--- src/rtl/data_store_pkg.sv ---
// data_store_pkg: sample-store address layout and readout FSM states.
// Shared by the writer and reader sides so {row, freq} is defined once.
package data_store_pkg;

    localparam int SYS_N_FREQ = 128;
    localparam int SYS_DEPTH  = 32;
    localparam int LOG_N      = $clog2(SYS_N_FREQ);
    localparam int LOG_D      = $clog2(SYS_DEPTH);
    localparam int ADDR_W     = LOG_N + LOG_D;

    typedef enum logic [1:0] {IDLE, READ, DRAIN} rd_state_t;

endpackage

--- src/rtl/readout_fifo.sv ---
// readout_fifo: first-word-fall-through FIFO with occupancy count; push and pop may coincide.
module readout_fifo #(
    parameter int WIDTH = 66,
    parameter int DEPTH = 4
) (
    input  logic                   clk,
    input  logic                   rst,
    input  logic                   push,
    input  logic [WIDTH-1:0]       din,
    input  logic                   pop,
    output logic [WIDTH-1:0]       dout,
    output logic [$clog2(DEPTH):0] count
);
    localparam int AW = $clog2(DEPTH);
    localparam int CW = AW + 1;

    logic [WIDTH-1:0] mem [DEPTH];
    logic [AW-1:0]    wr_ptr;
    logic [AW-1:0]    rd_ptr;
    logic             do_push;
    logic             do_pop;

    assign do_pop  = pop && count != '0;
    assign do_push = push && (count != CW'(DEPTH) || do_pop);
    assign dout    = mem[rd_ptr];

    always_ff @(posedge clk) begin
        if (do_push) mem[wr_ptr] <= din;
    end

    always_ff @(posedge clk) begin
        if (rst) begin
            wr_ptr <= '0;
            rd_ptr <= '0;
            count  <= '0;
        end else begin
            wr_ptr <= wr_ptr + AW'(do_push);
            rd_ptr <= rd_ptr + AW'(do_pop);
            count  <= count + CW'(do_push) - CW'(do_pop);
        end
    end

endmodule

--- src/rtl/data_readout.sv ---
// data_readout: sweeps the sample store in {row, freq} order and streams it out as an
// AXI4-Stream master with full backpressure.
module data_readout
    import data_store_pkg::*;
#(
    parameter int DATA_WIDTH = 64,
    parameter int N_FREQ     = SYS_N_FREQ,
    parameter int DEPTH      = SYS_DEPTH,
    parameter int RD_LATENCY = 1,
    parameter int FIFO_DEPTH = 4
) (
    input  logic                                   clk,
    input  logic                                   rst,
    input  logic                                   start,
    input  logic [$clog2(DEPTH):0]                 n_rows,
    output logic                                   busy,
    output logic                                   done,
    output logic                                   rd_en,
    output logic [$clog2(N_FREQ)+$clog2(DEPTH)-1:0] rd_addr,
    input  logic [DATA_WIDTH-1:0]                  rd_data,
    output logic [DATA_WIDTH-1:0]                  m_axis_tdata,
    output logic                                   m_axis_tvalid,
    input  logic                                   m_axis_tready,
    output logic                                   m_axis_tlast,
    output logic                                   m_axis_tuser
);
    localparam int LN = $clog2(N_FREQ);
    localparam int LD = $clog2(DEPTH);
    localparam int FW = $clog2(FIFO_DEPTH) + 1;
    localparam int CW = $clog2(FIFO_DEPTH + RD_LATENCY + 1) + 1;

    rd_state_t             state;
    logic [LN-1:0]         freq_cnt;
    logic [LD-1:0]         row_cnt;
    logic [LD:0]           rows;
    logic [RD_LATENCY-1:0] pend;
    logic [1:0]            tag [RD_LATENCY];
    logic [FW-1:0]         fcount;
    logic [CW-1:0]         inflight;
    logic [DATA_WIDTH+1:0] fdout;
    logic                  pop;
    logic                  row_end;
    logic                  read_end;
    logic                  drained;

    always_comb begin
        inflight = '0;
        for (int i = 0; i < RD_LATENCY; i++) inflight = inflight + CW'(pend[i]);
    end

    // A read is only issued when a FIFO slot is already reserved for its return word.
    assign rd_en    = (state == READ) && (inflight + CW'(fcount) + CW'(1) <= CW'(FIFO_DEPTH));
    assign rd_addr  = {row_cnt, freq_cnt};
    assign row_end  = &freq_cnt;
    assign read_end = row_end && ({1'b0, row_cnt} == rows - 1'b1);
    assign pop      = m_axis_tvalid && m_axis_tready;
    assign drained  = pend == '0 && (fcount == '0 || (fcount == FW'(1) && pop));

    always_ff @(posedge clk) begin
        if (rst) begin
            state    <= IDLE;
            busy     <= 1'b0;
            done     <= 1'b0;
            rows     <= '0;
            row_cnt  <= '0;
            freq_cnt <= '0;
        end else begin
            done <= 1'b0;
            case (state)
                IDLE: if (start) begin
                    state    <= READ;
                    busy     <= 1'b1;
                    rows     <= (n_rows == '0) ? (LD+1)'(DEPTH) : n_rows;
                    row_cnt  <= '0;
                    freq_cnt <= '0;
                end
                READ: if (rd_en) begin
                    freq_cnt <= freq_cnt + 1'b1;
                    if (row_end) row_cnt <= row_cnt + 1'b1;
                    if (read_end) state <= DRAIN;
                end
                DRAIN: if (drained) begin
                    state <= IDLE;
                    busy  <= 1'b0;
                    done  <= 1'b1;
                end
                default: state <= IDLE;
            endcase
        end
    end

    // {tlast, tuser} tags ride alongside the read pipeline so they meet their data word.
    always_ff @(posedge clk) begin
        pend[0] <= rst ? 1'b0 : rd_en;
        tag[0]  <= {row_end, read_end};
        for (int i = 1; i < RD_LATENCY; i++) begin
            pend[i] <= rst ? 1'b0 : pend[i-1];
            tag[i]  <= tag[i-1];
        end
    end

    readout_fifo #(
        .WIDTH (DATA_WIDTH + 2),
        .DEPTH (FIFO_DEPTH)
    ) fifo (
        .clk   (clk),
        .rst   (rst),
        .push  (pend[RD_LATENCY-1]),
        .din   ({tag[RD_LATENCY-1], rd_data}),
        .pop   (pop),
        .dout  (fdout),
        .count (fcount)
    );

    assign m_axis_tvalid = fcount != '0;
    assign {m_axis_tlast, m_axis_tuser, m_axis_tdata} = m_axis_tvalid ? fdout : '0;

endmodule

--- config.mk ---
export PLATFORM = sky130hd
export DESIGN_NAME = data_readout
export DESIGN_NICKNAME = d
export VERILOG_FILES = /design/src/rtl/data_store_pkg.sv /design/src/rtl/readout_fifo.sv /design/src/rtl/data_readout.sv
export SDC_FILE = /design/constraint.sdc
export NUM_CORES = 1
export LEC_CHECK = 0
export ABC_AREA = 1
export ABC_CLOCK_PERIOD_IN_PS = 6900
export CORE_MARGIN = 5
export CORE_UTILIZATION = 55
export CTS_CLUSTER_DIAMETER = 40
export DETAILED_ROUTE_END_ITERATION = 8
export PLACE_DENSITY = 0.87
export SYNTH_ARGS = -nofsm -noshare
export SYNTH_HDL_FRONTEND = slang
export SYNTH_SLANG_ARGS = --single-unit
--- constraint.sdc ---
create_clock -name clk -period 6.9 [get_ports clk]
set_input_delay 0.69 -clock clk [delete_from_list [all_inputs] [get_ports clk]]
set_output_delay 0.69 -clock clk [all_outputs]
set_load 0.01 [all_outputs]
==> results.md, run 1 <==
- Hold Vio Cnt, Final: 0
- Hold wc startpoint: tag[0][0]
- Htree depth: 2
- FMAX: 252 MHz
- Worst path required time: 6.21 ns
- Final design utilization: 69.8%
- Seq/Total Area, Yosys: 71.8%
- Share of layout cells above drive strength 1: 7.30%
- Post-synthesis register bit count: between 200 and 300
- Num CTS Buffers: 34
- Worst EP arrival: approximately 3.3 ns
- Floorplan core area: 21200 µm²
- Combinational Power Share: 30.2%
- Crit Reg-Reg Endpoint: fifo.count[2]
- Synthesized area: 11900 µm²
- Switching portion of total power: between 30% and 40%
- Slowest stage delay, CP: 0.81 ns
- Die height: ~160 µm
- Post-synth EDFFs: 264
- Setup_tns: 0 ns
- Finished Layout Cells: 1482
- Seq pwr share: a little under two fifths
- DRT Pass-1 Iters: 5
- CP Launch Type: register
- Multi-input gate area: 2960 µm²
- # rows: 53
- Vias: 8102
- Maximum VDD drop: 0.179 mV
- Critical Path, Cell by Cell: buf_4 -> nor2_1 -> nor2_1 -> o21ai_0 -> a21oi_1 -> clkdlybuf4s50_1
- Die X: 157 µm
- Largest net degree at the start of global routing: 93
- Slowest cell on the critical path: buf_4
- PD cells: 370 nW/µm²
- Gr usage total: 20.9%
- Leak pwr: 5.17 nW
- Commonest cells post-synth: nor2_1, edfxtp_1, o21ai_0, a21oi_1, nand2_1
- Clock transition at the registers of the reported paths: ~0.060 ns
- YS warnings: 0
- Dominant synthesized flop cell: edfxtp_1
- Pins Over Slew Limit: 0
- Clk_skew: 0.0160 ns
- Int Power: about 3.8 mW
- WL final: approximately 26000 µm
- Final Critical Period: 3.97 ns
- Post-CTS resize count: 0
- Vias per inst: between 5 and 6
- Input/output buffers: around 160
- Mapped Nets: 1115
- Final setup viols: 0
- Largest area contributor in the netlist: edfxtp_1
- Period utilization: 57.5%
- CP endpoint kind: output port
- Tightest Pin Transition: ~1.0 ns
- Post-Syn Area per Cell: 11.6 µm²
- Synth top area cells: edfxtp_1, nor2_1, o21ai_0, dfxtp_1, a21oi_1
- RSZ-0062 raised after global routing: false
- GPL Wtd Cong: 0.795
- Nets: 1265
- Drt drc: 0
- Layout fillers: approximately 1.4k
- R2R depth: 11
- Antenna Nets Post-Route: 0
- Max Cap Viol: 0
- Post-synth top area share: 66.4%
- Clock latency on the worst-skew pair: 0.50 ns
- FF+latch area: roughly 8600 µm²
- R2r startpoint: fifo.count[1]
- Clk sinks: 296
- Starting density of the core: 56.2%
- Status: complete, no violations
- Vias in the first global route: about 8.1k
- Hold Path Class: reg -> reg
- Cts hold-fix bufs: 0
- Die area: 24700 µm²
- Total Power: 5.48 mW
- Hold path depth: 0
- DRT iter0 DRCs: approximately 670
- Unique masters post-synth: 33
- First-pass GRT wire length: 40800 µm
- Initial antenna violation count: 1
- Clk buf depth: 3
- Final HPWL DP: 15100 µm
- Most frequent cell after synthesis: nor2_1
- CTS root buffer: clkbuf_16
- Async set or reset register ratio after synthesis: 0%
- Switching power: approximately 1.7 mW
- Slew Limit Headroom: 33.5%
- Syn-to-layout area delta: 24.2%
- Critical path peak fanout: 92
- TritonCTS clock tree: yes
- Routed len/inst: around 18 µm
- R2R Setup Slk: 3.73 ns
- Post-Place Cells: 1420
- IO Count: 156
- WHS Endpoint: fifo.mem[3][64]
- Worst setup path class: reg -> out
- CP dominant cell by count: nor2_1
- Gate Count Post-Synth: 1031
- Post-CTS Setup Bufs: 0
- Power share of the clock group: a little under a third
- Total grt overflow: 0
sequential cells by signal, indices dropped and copies added, names as in the netlist, 2 cells and up:
| name | flops |
|---|---|
| fifo.count | 3 |
| fifo.mem | 264 |
| fifo.rd_ptr | 2 |
| fifo.wr_ptr | 2 |
| freq_cnt | 7 |
| row_cnt | 5 |
| rows | 6 |
| state | 2 |
| tag | 2 |
layer usage:
metal,part of all wire (%),wire length [µm],track usage (%)
met1,39,10300,26.4
met2,50,13200,36.2
met3,8.3,2180,4.43
met4,2.5,652,7.05
met5,0,0,0
power by group through the flow:
stage	combinational, mW	sequential, mW	clock (mW)
2_1_floorplan	0.903	2.10	0
6_report	1.65	2.09	1.74
4_1_cts	1.67	2.09	1.76
3_5_place_dp	1.65	2.13	0
5_1_grt	1.81	2.10	1.83
3_3_place_gp	1.61	2.13	0
worst max-delay path by stage:
stage / start / to / slack [ns] / cells past startpoint
floorplan: m_axis_tready / fifo.mem[0][0] / 0.80 / 4
global placement: fifo.rd_ptr[0] / m_axis_tdata[4] / 3.55 / 5
detailed placement: fifo.rd_ptr[0] / m_axis_tdata[4] / 3.41 / 5
CTS: fifo.rd_ptr[0] / m_axis_tdata[8] / 2.95 / 5
global route: fifo.rd_ptr[0] / m_axis_tdata[63] / 2.72 / 6
finish: fifo.rd_ptr[0] / m_axis_tdata[63] / 2.93 / 6
final cells by class:
cell class	count	area share [%]
inverter	48	1.22
timing repair buffer	168	11.1
clock inverter	18	1.08
multi-input combinational	633	20.0
tap	275	2.32
clock buffer	43	6.40
antenna	1	0.0169
sequential	296	57.9
cell families after synthesis:
logic type | synth area share [%]
AOI/OAI and AO/OA | 9.69
xor gates and xnor gates | 0.734
adders and majority gates | 1.11
buffers and inverters | 3.53
DFF | 71.8
and+or+nand+nor | 13.1
metrics by stage:
stage | setup slack [ns] | cell area, µm² | hold slack (ns)
6_report | 2.93 | 14800 | 0.478
5_1_grt | 2.72 | 14800 | 0.507
4_1_cts | 2.95 | 14800 | 0.480
3_5_place_dp | 3.41 | 13700 | 0.461
3_3_place_gp | 3.55 | 13700 | 0.449
2_1_floorplan | 0.804 | 11900 | 0.438
critical path, delay by kind of cell, from the launching register on:
| kind | cells | cell delay [ns] |
|---|---|---|
| simple gates | 2 | 0.25 |
| flops | 1 | 0.64 |
| compound gates | 2 | 0.38 |
| buf+inv | 2 | 1.40 |
layout by cell type, fill, tap and decap left out, types with 6 or more instances in the layout:
master,n
a21oi_1,80
buf_4,13
clkbuf_1,6
clkbuf_16,37
clkdlybuf4s50_1,155
dfxtp_1,30
edfxtp_1,264
ha_1,9
inv_1,43
nand2_1,48
nand3_1,18
nor2_1,295
o21ai_0,129
o21ai_1,13
xor2_1,7
(Power assumes the default switching activity.)
==> inputs of run 2 (changes only) <==
--- a/config.mk
+++ b/config.mk
@@ -6,7 +6,7 @@
 export NUM_CORES = 1
 export LEC_CHECK = 0
 export ABC_AREA = 1
-export ABC_CLOCK_PERIOD_IN_PS = 6900
+export ABC_CLOCK_PERIOD_IN_PS = 3900
 export CORE_MARGIN = 5
 export CORE_UTILIZATION = 55
 export CTS_CLUSTER_DIAMETER = 40
==> constraint.sdc (replaced) <==
create_clock -name clk -period 3.9 [get_ports clk]
set_input_delay 0.39 -clock clk [delete_from_list [all_inputs] [get_ports clk]]
set_output_delay 0.39 -clock clk [all_outputs]
set_load 0.01 [all_outputs]
==> run 2 against run 1 <==
  * Via count is 0.16% higher
  * Register-to-register slack got worse by 2.4 ns
  * Die area stayed put
  * Critical path type unchanged
  * Clock-buffer cell count is 4 higher
  * Power rose by 80%
  * Setup slack worse by 2.6 ns
  * Final cell count grew 0.34%
  * Largest cell class unchanged
  * Largest power group unchanged
==> results.md, run 2 (synthesis gave the netlist of run 1 again) <==
- Worst setup path class: reg -> out
- Starting density of the core: about 56%
- IO Count: approximately 160
- Clk sinks: around 300
- Slew Limit Headroom: ~32%
- Worst path required time: 3.51 ns
- Hold WS: 0.473 ns
- Die height: 157 µm
- Vias: 8115
- First-pass GRT wire length: ~41000 µm
- Worst EP arrival: 3.14 ns
- Layout fillers: 1388
- Hold Path Class: in -> reg
- Drt drc: 0
- Critical path peak fanout: 62
- PD cells: 661 nW/µm²
- Final HPWL DP: 15400 µm
- Post-DP Area: 13800 µm²
- TritonCTS clock tree: yes
- Num CTS Buffers: 36
- Tightest Pin Transition: 1.02 ns
- Status: complete, no violations
- Max reg flops: 264
- Antenna Nets Post-Route: 0
- Leak pwr: ~5.2 nW
- GPL Wtd Cong: 0.781
- Vias per inst: 5.46
- Post-CTS resize count: 0
- DRT Pass-1 Iters: 5
- Syn-to-layout area delta: 25.1%
- Commonest non-fill, non-tap cells in the layout: nor2_1, edfxtp_1, clkdlybuf4s50_1
- WL final: between 20000 and 30000 µm
- Hold wc startpoint: n_rows[5]
- # rows: 53
- Antenna diode count: 0
- Initial antenna violation count: 0
- Final setup viols: 0
- Floorplan core area: 21200 µm²
- Htree depth: 2
- Die area: ~25000 µm²
- Biggest regs: fifo.mem x264, freq_cnt x7, rows x6
- Critical Path Source: fifo.rd_ptr[0]
- Vias in the first global route: 8344
- Routed len/inst: 17.5 µm
- DRT iter0 DRCs: 571
- Period utilization: 90.6%
- Design area: 14900 µm²
- Pins Over Slew Limit: 0
- RSZ-0062 raised after global routing: false
- Final Critical Period: 3.53 ns
- Clk buf depth: 3
- Post-CTS Setup Bufs: 0
- Share of layout cells above drive strength 1: between 7 and 8%
- CP endpoint kind: output port
- Nets: around 1.3k
- Hold Vio Cnt, Final: 0
- FMAX: between 200 and 300 MHz
- Clk_skew: between 0.015 and 0.02 ns
- Total grt overflow: 0
- CTS root buffer: clkbuf_16
- Die X: ~160 µm
- Maximum VDD drop: 0.392 mV
- Clock transition at the registers of the reported paths: 0.06 ns
- Gr usage total: 21.2%
- Total Power: 9.86 mW
- Clock latency on the worst-skew pair: 0.49 ns
- Largest net degree at the start of global routing: 68
- Input/output buffers: between 150 and 200
- CP Launch Type: register
- Cts hold-fix bufs: 0
- Max Cap Viol: 0
- Commonest non-fill, non-tap cell in the layout: nor2_1
- Most flops, register: fifo.mem
- R2r startpoint: fifo.count[1]
run 2: critical path, cell delays in order, from the launching register on:
cell and delay (ns):
dfxtp_4 0.63, clkinv_2 0.64, buf_12 0.42, o21ai_0 0.26, a21oi_1 0.12, clkdlybuf4s50_1 0.51
run 2: where the power goes:
part           total (mW)  internal, mW  leakage (nW)  switching (mW)
logic                2.96          1.28          2.01            1.68
clock network        3.20          1.98         0.569            1.21
registers            3.70          3.60          2.66           0.107
run 2: area by class of cell:
| class | instances | area, µm² | area share [%] |
|---|---|---|---|
| clock buffers | 47 | 1020 | 6.81 |
| flip-flops and latches | 296 | 8570 | 57.4 |
| well taps | 275 | 344 | 2.31 |
| multi-input cells | 633 | 2960 | 19.8 |
| inverters | 48 | 181 | 1.22 |
| repair buffers | 173 | 1700 | 11.4 |
| clock inverters | 15 | 151 | 1.01 |
run 2: worst paths after layout:
kind / to / slack (ns) / depth (start not counted)
max: m_axis_tdata[59] / 0.37 / 5
min: rows[5] / 0.47 / 3
max reg2reg: fifo.count[2] / 1.30 / 11
min reg2reg: busy / 0.47 / 2
run 2: routing by layer:
layer / GRT usage [%] / vias up / share of wire, %
li1: - / 3896 / -
met1: 26.2 / 3883 / 39
met2: 36.9 / 291 / 51
met3: 4.65 / 45 / 7.1
met4: 7.29 / 0 / 2.0
met5: 0 / - / 0
run 2: stage by stage:
step / TNS (ns) / worst slack (ns) / util [%] / std cells
2_1_floorplan: -504.43 / -1.91 / - / 1031
3_3_place_gp: 0 / 0.980 / 64.8 / 1425
3_5_place_dp: 0 / 0.929 / 64.8 / 1425
4_1_cts: 0 / 0.385 / 70.3 / 1487
5_1_grt: 0 / 0.180 / 70.3 / 1487
6_report: 0 / 0.367 / 70.3 / 1487
==> inputs of run 3 (changes only) <==
--- a/config.mk
+++ b/config.mk
@@ -7,7 +7,6 @@
 export LEC_CHECK = 0
 export ABC_AREA = 1
 export ABC_CLOCK_PERIOD_IN_PS = 3900
-export CORE_MARGIN = 5
 export CORE_UTILIZATION = 55
 export CTS_CLUSTER_DIAMETER = 40
 export DETAILED_ROUTE_END_ITERATION = 8
==> run 3 against run 2 <==
  * Power is 0.62% lower
  * Clock skew is 0.0031 ns lower
  * Maximum frequency down 0.32%
  * Register-to-register slack gained 0.12 ns
  * Largest power group unchanged
  * Sequential share of layout area is 0.082 points higher
  * Non-clock buffer count decreased by 1
  * Via count grew 0.37%
  * Hold slack got worse by 0.0025 ns
  * Setup slack got worse by 0.011 ns
==> results.md, run 3 (synthesis gave the netlist of run 1 again) <==
- Status: complete, no violations
- Clock transition at the registers of the reported paths: 0.06 ns
- PD cells: 658 nW/µm²
- Slew Limit Headroom: 42.1%
- Critical Path Source: fifo.rd_ptr[0]
- Clk sinks: 296
- Pins Over Slew Limit: 0
- Total Power: 9.80 mW
- R2r startpoint: fifo.count[2]
- Post-Place Cells: 1424
- Worst setup path endpoint: m_axis_tdata[45]
- Max reg flops: 264
- CP Launch Type: register
- Die height: 149 µm
- DRT Pass-1 Iters: 5
- Num CTS Buffers: 36
- Worst EP arrival: 3.15 ns
- Clock latency on the worst-skew pair: 0.50 ns
- First-pass GRT wire length: 40400 µm
- Drt drc: 0
- Final setup viols: 0
- R2R depth: 10
- CTS root buffer: clkbuf_16
- Post-CTS resize count: 0
- PnR worst setup slack: 0.356 ns
- Antenna diode count: 0
- TritonCTS clock tree: yes
- Commonest non-fill, non-tap cells in the layout: nor2_1, edfxtp_1, clkdlybuf4s50_1
- Period utilization: 90.9%
- Htree depth: 2
- Hold Path Class: reg -> reg
- Starting density of the core: between 50% and 60%
- Die X: approximately 150 µm
- FMAX: 282 MHz
- Post-CTS Setup Bufs: 0
- # rows: 53
- Hold Vio Cnt, Final: 0
- Worst path required time: 3.51 ns
- Leak pwr: 5.22 nW
- WL final: 26300 µm
- Commonest non-fill, non-tap cell in the layout: nor2_1
- R2R Setup Slk: about 1.4 ns
- Clk_skew: 0.0129 ns
- Max Cap Viol: 0
- Die area: 22300 µm²
- Vias in the first global route: 8076
- Input/output buffers: about 160
- IO Count: about 160
- Tightest Pin Transition: 0.869 ns
- Gr usage total: 23.7%
- Sum of buffers and inverters on the critical path: 3
- Largest net degree at the start of global routing: 68
- Worst setup path class: reg -> out
- Final HPWL DP: 15000 µm
- Maximum VDD drop: about 0.47 mV
- Vias per inst: 5.47
- Biggest regs: fifo.mem x264, freq_cnt x7, rows x6
- Initial antenna violation count: 0
- Routed len/inst: 17.7 µm
- Design area: 14900 µm²
- Hold WS: 0.470 ns
- Setup_tns: 0 ns
- Post-DP Area: around 14000 µm²
- CP endpoint kind: output port
- Finished Layout Cells: 1488
- WP depth: 5
- DRT iter0 DRCs: 553
- Worst path top cell family by delay: buffers and inverters
- Share of layout cells above drive strength 1: 7.83%
- RSZ-0062 raised after global routing: false
- Final design utilization: a little over two thirds
- Critical path peak fanout: 59
- Final Critical Period: 3.54 ns
- Vias: roughly 8.1k
- Most flops, register: fifo.mem
- Critical Path, Cell by Cell: clkinv_2 -> buf_12 -> o21ai_0 -> a21oi_1 -> clkdlybuf4s50_1
- Cts hold-fix bufs: 0
- Nets: approximately 1.3k
- Slowest stage delay, CP: around 0.7 ns
- GPL Wtd Cong: 0.803
- Slowest cell on the critical path: clkinv_2
- Crit Reg-Reg Endpoint: fifo.count[2]
- Antenna Nets Post-Route: 0
- Floorplan core area: 21200 µm²
- Total grt overflow: 0
- Pre-CTS WS: 0.900 ns
- Syn-to-layout area delta: 24.9%
- Clk buf depth: 3
-- run 3: worst min-delay path by stage --
stage	startpoint	endpoint	cells past startpoint
after CTS	n_rows[5]	rows[5]	3
after global placement	busy	busy	2
after global routing	n_rows[5]	rows[5]	3
after detailed placement	tag[0][1]	fifo.mem[3][65]	0
final	tag[0][1]	fifo.mem[0][65]	0
after floorplan	tag[0][0]	fifo.mem[0][64]	0
-- run 3: metal layers --
metal	vias to the layer above	routed length [µm]	track usage (%)
li1	3890	-	-
met1	3903	10500	28.8
met2	324	13600	41.3
met3	28	1790	5.02
met4	0	346	9.13
met5	-	0	0
-- run 3: final cells by class --
type                       instances  area [µm²]
tap                              275         344
fill                            1374        6250
clock buffer                      42         955
clock inverter                    22         186
timing repair buffer             172        1700
inverter                          48         181
multi-input combinational        633        2960
sequential                       296        8570
-- run 3: report_power, final --
group,internal [mW],switching (mW),leakage (nW)
clock network,1.90,1.24,0.552
registers,3.60,0.102,2.66
logic,1.28,1.68,2.01
-- run 3: worst reg2reg max path: cells and delay by family (launching register included) --
| family | cells | cell delay [ns] |
|---|---|---|
| adder cells (fa/ha/maj) | 3 | 0.88 |
| XOR/XNOR | 1 | 0.15 |
| flip-flops | 1 | 0.35 |
| AND/OR/NAND/NOR | 4 | 0.49 |
| buffers and inverters | 2 | 0.47 |
